[config.mk]
export PLATFORM = sky130hd
export DESIGN_NAME = muldiv_seq
export DESIGN_NICKNAME = d
export VERILOG_FILES = /design/src/rtl/muldiv_seq.sv
export SDC_FILE = /design/constraint.sdc
export NUM_CORES = 1
export LEC_CHECK = 0
export CAP_MARGIN = 20
export CELL_PAD_IN_SITES_DETAIL_PLACEMENT = 1
export CELL_PAD_IN_SITES_GLOBAL_PLACEMENT = 1
export CORE_ASPECT_RATIO = 1.1
export CORE_MARGIN = 8
export CORE_UTILIZATION = 45
export CTS_CLUSTER_DIAMETER = 120
export DETAILED_ROUTE_END_ITERATION = 6
export PLACE_DENSITY_LB_ADDON = 0.1
export SYNTH_ARGS = -nofsm -noshare
export SYNTH_HDL_FRONTEND = slang
export SYNTH_SLANG_ARGS = --single-unit
[constraint.sdc]
create_clock -name clk -period 6.5 [get_ports clk]
set_clock_uncertainty 0.1 [all_clocks]
set_input_delay 0.65 -clock clk [delete_from_list [all_inputs] [get_ports clk]]
set_output_delay 0.65 -clock clk [all_outputs]
set_load 0.02 [all_outputs]
[src/rtl/muldiv_seq.sv]
// muldiv_seq: iterative 32-step multiply / restoring-divide sequencer feeding
// the HI/LO register pair. Operands are converted to magnitudes on accept;
// sign correction of the result is applied in a single FIX cycle.
module muldiv_seq #(
  parameter int WIDTH = 32
) (
  input  logic             clk,
  input  logic             reset,
  input  logic             start,
  input  logic             op_div,
  input  logic             is_signed,
  input  logic [WIDTH-1:0] a,
  input  logic [WIDTH-1:0] b,
  output logic             busy,
  output logic             done,
  output logic             hilo_wr,
  output logic             div_zero,
  output logic [WIDTH-1:0] hi,
  output logic [WIDTH-1:0] lo
);
  localparam int CW = (WIDTH > 1) ? $clog2(WIDTH) : 1;
  localparam logic [CW-1:0] LAST = CW'(WIDTH - 1);

  typedef enum logic [1:0] {IDLE, CALC, FIX, DONE} state_t;

  state_t             state;
  logic [CW-1:0]      cnt;
  logic               is_div;
  logic               neg_q;   // negate product / quotient
  logic               neg_r;   // negate remainder (dividend was negative)
  logic [WIDTH-1:0]   opnd;    // multiplicand or divisor magnitude
  logic [2*WIDTH-1:0] acc;     // {hi_acc, multiplier} or {rem, quot}

  logic               sgn_a, sgn_b;
  logic [WIDTH-1:0]   abs_a, abs_b;
  logic [WIDTH:0]     mul_sum;
  logic [WIDTH:0]     rem_sh;
  logic [WIDTH-1:0]   trial;
  logic               ge;
  logic [2*WIDTH-1:0] acc_nxt;
  logic [2*WIDTH-1:0] prod;
  logic [WIDTH-1:0]   res_hi, res_lo;

  // operand magnitudes; |most-negative| stays as the unsigned value 2^(W-1)
  always_comb begin
    sgn_a = is_signed & a[WIDTH-1];
    sgn_b = is_signed & b[WIDTH-1];
    abs_a = sgn_a ? -a : a;
    abs_b = sgn_b ? -b : b;
  end

  // one shift-add or restoring-divide iteration
  always_comb begin
    mul_sum = {1'b0, acc[2*WIDTH-1:WIDTH]} + (acc[0] ? {1'b0, opnd} : '0);
    rem_sh  = {acc[2*WIDTH-1:WIDTH], acc[WIDTH-1]};
    ge      = rem_sh >= {1'b0, opnd};
    // true difference is below the divisor when ge, so W bits suffice
    trial   = rem_sh[WIDTH-1:0] - opnd;
    if (is_div)
      acc_nxt = {(ge ? trial : rem_sh[WIDTH-1:0]), acc[WIDTH-2:0], ge};
    else
      acc_nxt = {mul_sum, acc[WIDTH-1:1]};
  end

  // final sign correction
  always_comb begin
    prod   = neg_q ? -acc : acc;
    res_hi = prod[2*WIDTH-1:WIDTH];
    res_lo = prod[WIDTH-1:0];
    if (is_div) begin
      res_lo = neg_q ? -acc[WIDTH-1:0] : acc[WIDTH-1:0];
      res_hi = neg_r ? -acc[2*WIDTH-1:WIDTH] : acc[2*WIDTH-1:WIDTH];
    end
  end

  // sequencer FSM with registered outputs
  always_ff @(posedge clk or negedge reset) begin
    if (!reset) begin
      state    <= IDLE;
      cnt      <= '0;
      is_div   <= 1'b0;
      neg_q    <= 1'b0;
      neg_r    <= 1'b0;
      opnd     <= '0;
      acc      <= '0;
      busy     <= 1'b0;
      done     <= 1'b0;
      hilo_wr  <= 1'b0;
      div_zero <= 1'b0;
      hi       <= '0;
      lo       <= '0;
    end else begin
      case (state)
        IDLE: if (start) begin
          is_div   <= op_div;
          neg_q    <= sgn_a ^ sgn_b;
          neg_r    <= sgn_a & op_div;
          cnt      <= '0;
          busy     <= 1'b1;
          div_zero <= 1'b0;
          if (op_div && b == '0) begin
            // no iterations; hi/lo keep their previous contents
            div_zero <= 1'b1;
            done     <= 1'b1;
            state    <= DONE;
          end else begin
            opnd  <= op_div ? abs_b : abs_a;
            acc   <= {{WIDTH{1'b0}}, (op_div ? abs_a : abs_b)};
            state <= CALC;
          end
        end
        CALC: begin
          acc <= acc_nxt;
          cnt <= cnt + CW'(1);
          if (cnt == LAST) state <= FIX;
        end
        FIX: begin
          hi      <= res_hi;
          lo      <= res_lo;
          done    <= 1'b1;
          hilo_wr <= 1'b1;
          state   <= DONE;
        end
        DONE: begin
          done    <= 1'b0;
          hilo_wr <= 1'b0;
          busy    <= 1'b0;
          state   <= IDLE;
        end
        default: state <= IDLE;
      endcase
    end
  end
endmodule
After elaboration in Yosys (flattened, before gate mapping). Index checks and enable logic that the tools add are counted. W data, S select, Z words.

Mux-type cells: 28. Magnitude comparators: 1. Equality and inequality tests: 8. Add/sub/neg operators: 8. Reductions and logical operators: 14. Bitwise operators: 5.

Operator list (count): $mux W32 (10); $mux W64 (4); $neg A32 Y32 (4); $pmux W64 S2 (1); $neg A64 Y64 (1); $add A32 B32 Y33 (1); $ge A33 B32 Y1 (1); $logic_not A32 Y1 (1); $sub A32 B32 Y32 (1); $pmux W5 S2 (1); $reduce_and A3 Y1 (3); $ne A2 B2 Y1 const B (4); $pmux W2 S4 (1); $reduce_and A2 Y1 (4); $mux W2 (3); $reduce_bool A2 Y1 (3); $add A5 B1 Y5 const B (1); $eq A5 B5 Y1 const B (1); $mux W5 (1); $eq A2 B2 Y1 const B (2); $mux W1 (4); $pmux W1 S2 (2); $and A1 B1 Y1 (3); $pmux W1 S3 (1); 6 further kinds (6).

Output and inout bits: 68. Register bits after elaboration: 174. Input bits: 69.

Depth between registers and ports, before layout. Gate-level depths: netlist of run 1.

Depth after elaboration: 6. Gate-level depth with buffers: 14. Mapped depth without buffers: 13.

Least setup slack after synthesis of run 1. Ideal clock, no wire load.

Kind: register -> register. Start: register acc[0]. End: register hi[22]. Arrival: 2.978 ns. Period minus slack after synthesis: 3.215 ns. Stages on the path, launching flop included: 12. Path slack: 3.285 ns. Cells stage by stage: dfrtp_1 inv_1 clkbuf_1 ha_1 or3b_2 nor4_2 nand4_1 o21a_1 or3b_1 o31a_1 xnor2_1 a21oi_1.

Longest elaborated chain between the ends: 3.

RTL lines: from (decl) (RTL line 32) `logic [2*WIDTH-1:0] acc;`; from (signal assigned) (RTL line 108) `acc <= {{WIDTH{1'b0}}, (op_div ? abs_a : abs_b)};`; from (signal assigned) (RTL line 113) `acc <= acc_nxt;`; $neg A64 Y64 (RTL line 67) `prod = neg_q ? -acc : acc;`; $mux W64 (RTL line 67); $mux W32 (RTL line 70) `if (is_div) begin`; to (signal assigned) (RTL line 118) `hi <= res_hi;`; to (decl) (RTL line 18) `output logic [WIDTH-1:0] hi,`.

Every way passes these cells. A chain may end at the register's enable or synchronous reset.

Worst setup path after layout of run 1.
Start: register acc[42]. End: register acc[57].

Longest elaborated chain between the ends: 4. Elaborated cells between the ends (all ways): 6. Those cells by class: add/sub: 2; order compare: 1; mux: 3.

RTL lines: $sub A32 B32 Y32 / $ge A33 B32 Y1 (equally long branches) (RTL line 58, 56); $mux W32 (RTL line 60) `acc_nxt = {(ge ? trial : rem_sh[WIDTH-1:0]), acc[WIDTH-2:0], ge};`; $mux W64 (*) (RTL line 59) `if (is_div)`; $pmux W64 S2 (*) (RTL line 93) `case (state)`.

Mark *: on every way between the ends. The rest lies on a longest branch, timed or not.

==> flow_metrics.py, run 1 <==
metrics = {
    "run_status": {
        "status": "finished, final reports clean",
    },
    "global_route": {
        "grt_max_degree": 119,
        "antenna_found_initial": 0,
        "grt.total_usage_pct": 26.95,
        "grt_pass1_wl_um": 82790,
        "grt_pass1_vias": 14811,
        "grt-ovfl-total": 0,
    },
    "synthesis": {
        "synth_mux_area_share_pct": 5.355,
        "synth_xor_area_share_pct": 10.52,
        "yosysSeqAreaShare_pct": 29.72,
        "syn_area_per_cell_sq_um": 7.997,
        "ys_seq_elements": 174,
        "synth_edf_count": 0,
        "ys.flop_type": "dfrtp_1",
        "syn_area_sq_mm": 0.01465,
        "netlist-cell-type-count": 86,
        "yosys.area_share.simple_pct": 19.30,
        "synth_compound_area_share_pct": 24.07,
        "synthCells": 1832,
        "synth_fa_ha_area_share_pct": 6.593,
        "async_flop_share_pct": 100.0,
        "ys_warn_count": 0,
        "synth_top_family_by_area": "compound AO/OA/AOI/OAI gates",
        "synth_nets": 1977,
    },
    "finish": {
        "finalNonFillerCells": 2337,
        "area_delta_synth_final_pct": 15.45,
        "fin_util_pct": 52.52,
        "fin_nets": 2043,
        "drive_above_1_share_pct": 5.704,
        "fillCellCount": 3896,
        "multi_input_area_sq_mm": 0.009674,
        "insertedDiodeCount": 0,
        "final-seq-area_sq_mm": 0.004355,
    },
    "timing": {
        "period_needed_ns": 4.203,
        "hold_viol": 0,
        "tns_ns": 0,
        "setup_ws_ns": 2.297,
        "slew_violations": 0,
        "tightest_slew_ns": 1.109,
        "rsz0062_at_grt": "no",
        "setup_viol": 0,
        "clock.fmax_ghz": 0.2379,
        "relSlewSlack_pct": 25.88,
        "period_share_pct": 64.66,
        "whs_ns": 0.2128,
    },
    "power": {
        "sw_frac_of_total_pct": 52.48,
        "clkPwrFrac_pct": 10.8,
        "p_switching_mw": 5.157,
        "p_comb_share_pct": 66.2,
        "p_seq_share_pct": 23.0,
        "ir_worst_vdd_uv": 244.3,
        "p_leak_nw": 7.047,
        "power_density_mw_per_mm2": 581.0,
        "p_int_mw": 4.669,
    },
    "clock_network": {
        "insertion_delay_ns": 0.45,
        "numCtsBuffers": 17,
        "cts_tree": "done",
        "cts.path.max_buffers": 2,
        "clk_pin_slew_worst_paths_ns": 0.08,
        "cts_hold_buf": 0,
        "cts_resized": 0,
        "htree_levels": 4,
        "clk_root_buffer_cell": "clkbuf_16",
        "postCtsSetupRepairBufs": 0,
        "clock_sinks": 174,
    },
    "critical_path": {
        "cp.arrival_ns": 4.39,
        "critical_path.max_fanout": 28,
        "worstSetupPathType": "reg2reg",
        "cp.required_ns": 6.69,
        "cp-start-kind": "register",
        "crit_path_end_kind": "register",
    },
    "detailed_routing": {
        "drc_errors": 0,
        "dr.pass1.iters": 6,
        "routed_wl_um": 52990,
        "viasPerCell": 5.994,
        "routedWlPerCell_um": 22.67,
        "num_vias": 14007,
        "ant_nets": 0,
        "drtIter0Drc": 813,
    },
    "placed_design": {
        "dp_hpwl_um": 41010,
        "dp.cells": 2302,
        "place_ws_ns": 2.216,
        "io_buffers": 136,
        "gp_congestion": 0.9362,
    },
    "flow_run": {
        "maxCapViolCount": 0,
    },
    "die": {
        "die_x_um": 188.0,
        "die_area_sq_mm": 0.03859,
        "die_h_um": 205.2,
        "io_pins": 137,
        "start_util_pct": 45.49,
        "core_sq_mm": 0.03220,
        "rows": 69,
    },
    "hold_path": {
        "hold_path.class": "in2async",
    },
}
-- cell usage after synthesis (48+ instances only) --
master	number	area, sq um
o21ai_0	114	570.6
xnor2_1	81	709.4
inv_1	66	247.7
dfrtp_1	174	4354
nand2_1	150	563.0
nor2_1	230	863.3
xor2_1	95	832.1
a21oi_1	214	1071
ha_1	74	925.9
clkbuf_1	88	330.3
mux2i_1	48	480.5
-- routing by layer --
metal	GRT usage (%)	up-vias	wire length, um
met5	0	-	0
met1	31.73	6898	22400
met4	14.36	0	2754
met2	47.29	288	26210
met3	3.644	97	1627
li1	-	6724	-
-- registers in the layout (all words and copies together), names as in the netlist, 2 cells and up --
register,cells
cnt,5
acc,64
hi,32
state,2
lo,32
opnd,32
-- final timing paths --
path / startpoint / end / slack, ns / cells after the start
max: acc[42] / acc[57] / 2.30 / 10
min: reset / opnd[10] / 0.21 / 1
max reg2reg: acc[42] / acc[57] / 2.30 / 10
min reg2reg: opnd[10] / opnd[10] / 0.38 / 2
max in group asynchronous: reset / hi[9] / 4.84 / 2
min in group clk: opnd[10] / opnd[10] / 0.38 / 2
-- power groups by stage --
stage / combinational (mW) / clock [mW] / sequential, mW
after floorplan: 4.39 / 0 / 2.19
after global placement: 6.18 / 0 / 2.26
after detailed placement: 6.37 / 0 / 2.28
after CTS: 6.43 / 1.07 / 2.27
after global routing: 7.12 / 1.11 / 2.32
final: 6.51 / 1.06 / 2.26
-- worst max-delay path, cell delays in order, from the launching register on --
cell,delay (ns)
dfrtp_1,0.57
ha_1,0.52
and4_1,0.29
nand2_1,0.09
a211oi_1,0.26
nor3_2,0.15
a211oi_1,0.52
nor3_2,0.21
nor2_4,0.86
mux2i_1,0.31
o221ai_1,0.13
-- per-stage QoR --
stage	total power, mW	cell area, sq um
2_1_floorplan	6.586	14650
3_3_place_gp	8.437	16250
3_5_place_dp	8.651	16250
4_1_cts	9.774	16850
5_1_grt	10.56	16910
6_report	9.826	16910
-- cell families (layout without fill, tap and decap cells) --
| family | Yosys count | count (layout) |
|---|---|---|
| AOI/OAI and AO/OA | 566 | 566 |
| xor gates and xnor gates | 176 | 176 |
| adders and majority gates | 76 | 76 |
| buffers and inverters | 168 | 247 |
| DFF | 174 | 174 |
| muxes | 75 | 75 |
| and+or+nand+nor | 597 | 597 |
-- area by class of cell --
class,instances,share of cell area [%]
inverter,66,1.465
sequential,174,25.75
timing repair buffer,149,8.884
clock inverter,13,0.8729
clock buffer,19,2.678
tap,426,3.151
multi-input combinational,1490,57.20
-- cells in the final DEF, fill, tap and decap left out, drive strengths merged, types with 71 or more instances in the layout --
| cell | netlist | final |
|---|---|---|
| a21oi | 214 | 214 |
| nand2 | 150 | 150 |
| dfrtp | 174 | 174 |
| ha | 74 | 74 |
| nor2 | 231 | 231 |
| clkdlybuf4s50 | 0 | 134 |
| xnor2 | 81 | 81 |
| o21ai | 132 | 132 |
| xor2 | 95 | 95 |
| inv | 66 | 71 |
Note: power is estimated with default switching activity, not from simulation.
==> inputs of run 2 (changes only) <==
Settings changed: CORE_UTILIZATION 45 to 40.
Clock period 6.5 ns to 3.85 ns, I/O delays scaled along.
==> flow_metrics.py, run 2 (synthesis results as in run 1) <==
metrics = {
    "die": {
        "rows": 73,
        "start_util_pct": 40.50,
        "die_area_sq_mm": 0.04301,
        "die_h_um": 216.7,
        "io_pins": 137,
        "core_sq_mm": 0.03617,
        "die_x_um": 198.5,
    },
    "timing": {
        "tightest_slew_ns": 1.065,
        "slew_violations": 0,
        "rsz0062_at_grt": "no",
        "clock.fmax_ghz": 0.2794,
        "tns_ns": 0,
        "setup_viol": 0,
        "period_share_pct": 92.98,
        "relSlewSlack_pct": 28.67,
        "period_needed_ns": 3.580,
        "hold_viol": 0,
    },
    "clock_network": {
        "clock_sinks": 174,
        "clk_root_buffer_cell": "clkbuf_16",
        "numCtsBuffers": 17,
        "htree_levels": 4,
        "insertion_delay_ns": 0.46,
        "cts.path.max_buffers": 2,
        "clk_pin_slew_worst_paths_ns": 0.07,
        "cts_tree": "done",
    },
    "flow_run": {
        "maxCapViolCount": 0,
    },
    "critical_path": {
        "critical_path.max_fanout": 18,
        "cp-start-kind": "register",
        "crit_path_end_kind": "register",
        "crit_top_cell": "a21o_1",
        "cp.required_ns": 4.06,
        "worstPathCellList": "inv_1, buf_4, nor2_1, ha_1, a21oi_1, o21ai_1, a211o_1, a21o_1, a31o_2, a21o_1, a41o_1, o311ai_0, a22oi_1",
        "cp_slowest_cell": "dfrtp_1",
        "cp.arrival_ns": 3.79,
        "worstSetupPathType": "reg2reg",
        "cpPeakStageDelay_ns": 0.43,
    },
    "detailed_routing": {
        "drc_errors": 0,
        "viasPerCell": 5.875,
        "ant_nets": 0,
        "routedWlPerCell_um": 22.81,
        "dr.pass1.iters": 5,
        "drtIter0Drc": 847,
        "num_vias": 14553,
        "routed_wl_um": 56510,
    },
    "placed_design": {
        "gp_congestion": 0.9483,
        "dp_hpwl_um": 44130,
        "io_buffers": 136,
    },
    "global_route": {
        "grt_pass1_wl_um": 87080,
        "grt_pass1_vias": 15055,
        "grt_max_degree": 112,
        "grt.total_usage_pct": 25.71,
        "grt-ovfl-total": 0,
        "antenna_found_initial": 1,
    },
    "power": {
        "total_power_mw": 17.32,
        "p_leak_nw": 7.434,
        "p_switching_mw": 8.945,
        "power_density_mw_per_mm2": 984.6,
        "p_seq_share_pct": 20.0,
        "p_comb_share_pct": 69.7,
        "ir_worst_vdd_uv": 459.3,
        "clkPwrFrac_pct": 10.4,
        "sw_frac_of_total_pct": 51.64,
        "p_int_mw": 8.377,
    },
    "finish": {
        "fillCellCount": 4400,
        "fin_nets": 2122,
        "top_register": "acc",
        "final_common_cell": "nor2_1",
        "fin_util_pct": 48.64,
        "insertedDiodeCount": 0,
        "largest_register_ffs": 64,
        "area_delta_synth_final_pct": 20.08,
        "drive_above_1_share_pct": 9.447,
        "final_cell_mix": "nor2_1 (230), a21oi_1 (214), dfrtp_1 (173)",
    },
    "hold_path": {
        "hold_path.class": "in2async",
    },
    "run_status": {
        "status": "finished, final reports clean",
    },
}
[run 2: power by group through the flow]
stage | Clock [mW] | Sequential [mW] | Combinational [mW]
global placement | 0 | 3.48 | 11.6
finish | 1.80 | 3.46 | 12.1
CTS | 1.83 | 3.49 | 11.9
detailed placement | 0 | 3.52 | 11.8
floorplan | 0 | 3.70 | 7.42
global route | 1.88 | 3.58 | 13.1
[run 2: final timing paths]
| check | startpoint | end | slack (ns) | cells past startpoint |
|---|---|---|---|---|
| worst max-delay path | acc[0] | acc[63] | 0.27 | 13 |
| worst min-delay path | reset | opnd[3] | 0.37 | 2 |
| worst max register to register | acc[0] | acc[63] | 0.27 | 13 |
| worst min register to register | opnd[13] | opnd[13] | 0.38 | 2 |
| max in group asynchronous | reset | acc[6] | 2.28 | 3 |
| min in group clk | opnd[13] | opnd[13] | 0.38 | 2 |
[run 2: layout make-up]
cell class | count | area [sq um] | share of cell area, %
Inverter | 66 | 247.7 | 1.408
Clock buffer | 20 | 456.7 | 2.596
Sequential cell | 174 | 4355 | 24.76
Timing Repair Buffer | 227 | 2103 | 11.96
Clock inverter | 12 | 121.4 | 0.6899
Tap cell | 487 | 609.3 | 3.464
Multi-Input combinational cell | 1491 | 9698 | 55.13
[run 2: critical path: cells and delay by family (launching register included)]
kind	cells	cell delay (ns)
AND/OR/NAND/NOR	1	0.09
adder cells (fa/ha/maj)	1	0.38
buffers and inverters	2	0.48
flip-flops	1	0.43
AO/OA/AOI/OAI	9	1.95
[run 2: what timing repair did]
action                     in CTS  in global routing
hold buffers                    1                  0
hold endpoints to repair       52                  0
resized for setup               0                  4
setup endpoints to repair       0                  9
buffers inserted                0                  0
[run 2: layer usage]
layer | routed length (um) | vias up | global-route usage [%]
met5 | 13 | - | 0
met4 | 1582 | 2 | 7.911
met3 | 1746 | 69 | 3.131
met2 | 28910 | 325 | 46.22
met1 | 24260 | 7285 | 31.57
li1 | - | 6872 | -
[run 2: per-stage QoR]
step	std cells	hold slack (ns)	worst slack, ns	area (sq um)
floorplan	1832	-0.01059	0.6349	14650
global placement	2442	0.3075	0.1570	16950
detailed placement	2442	0.3039	0.1195	16950
CTS	2475	0.3881	0.1085	17540
global route	2477	0.4137	0.04242	17590
finish	2477	0.3732	0.2703	17590
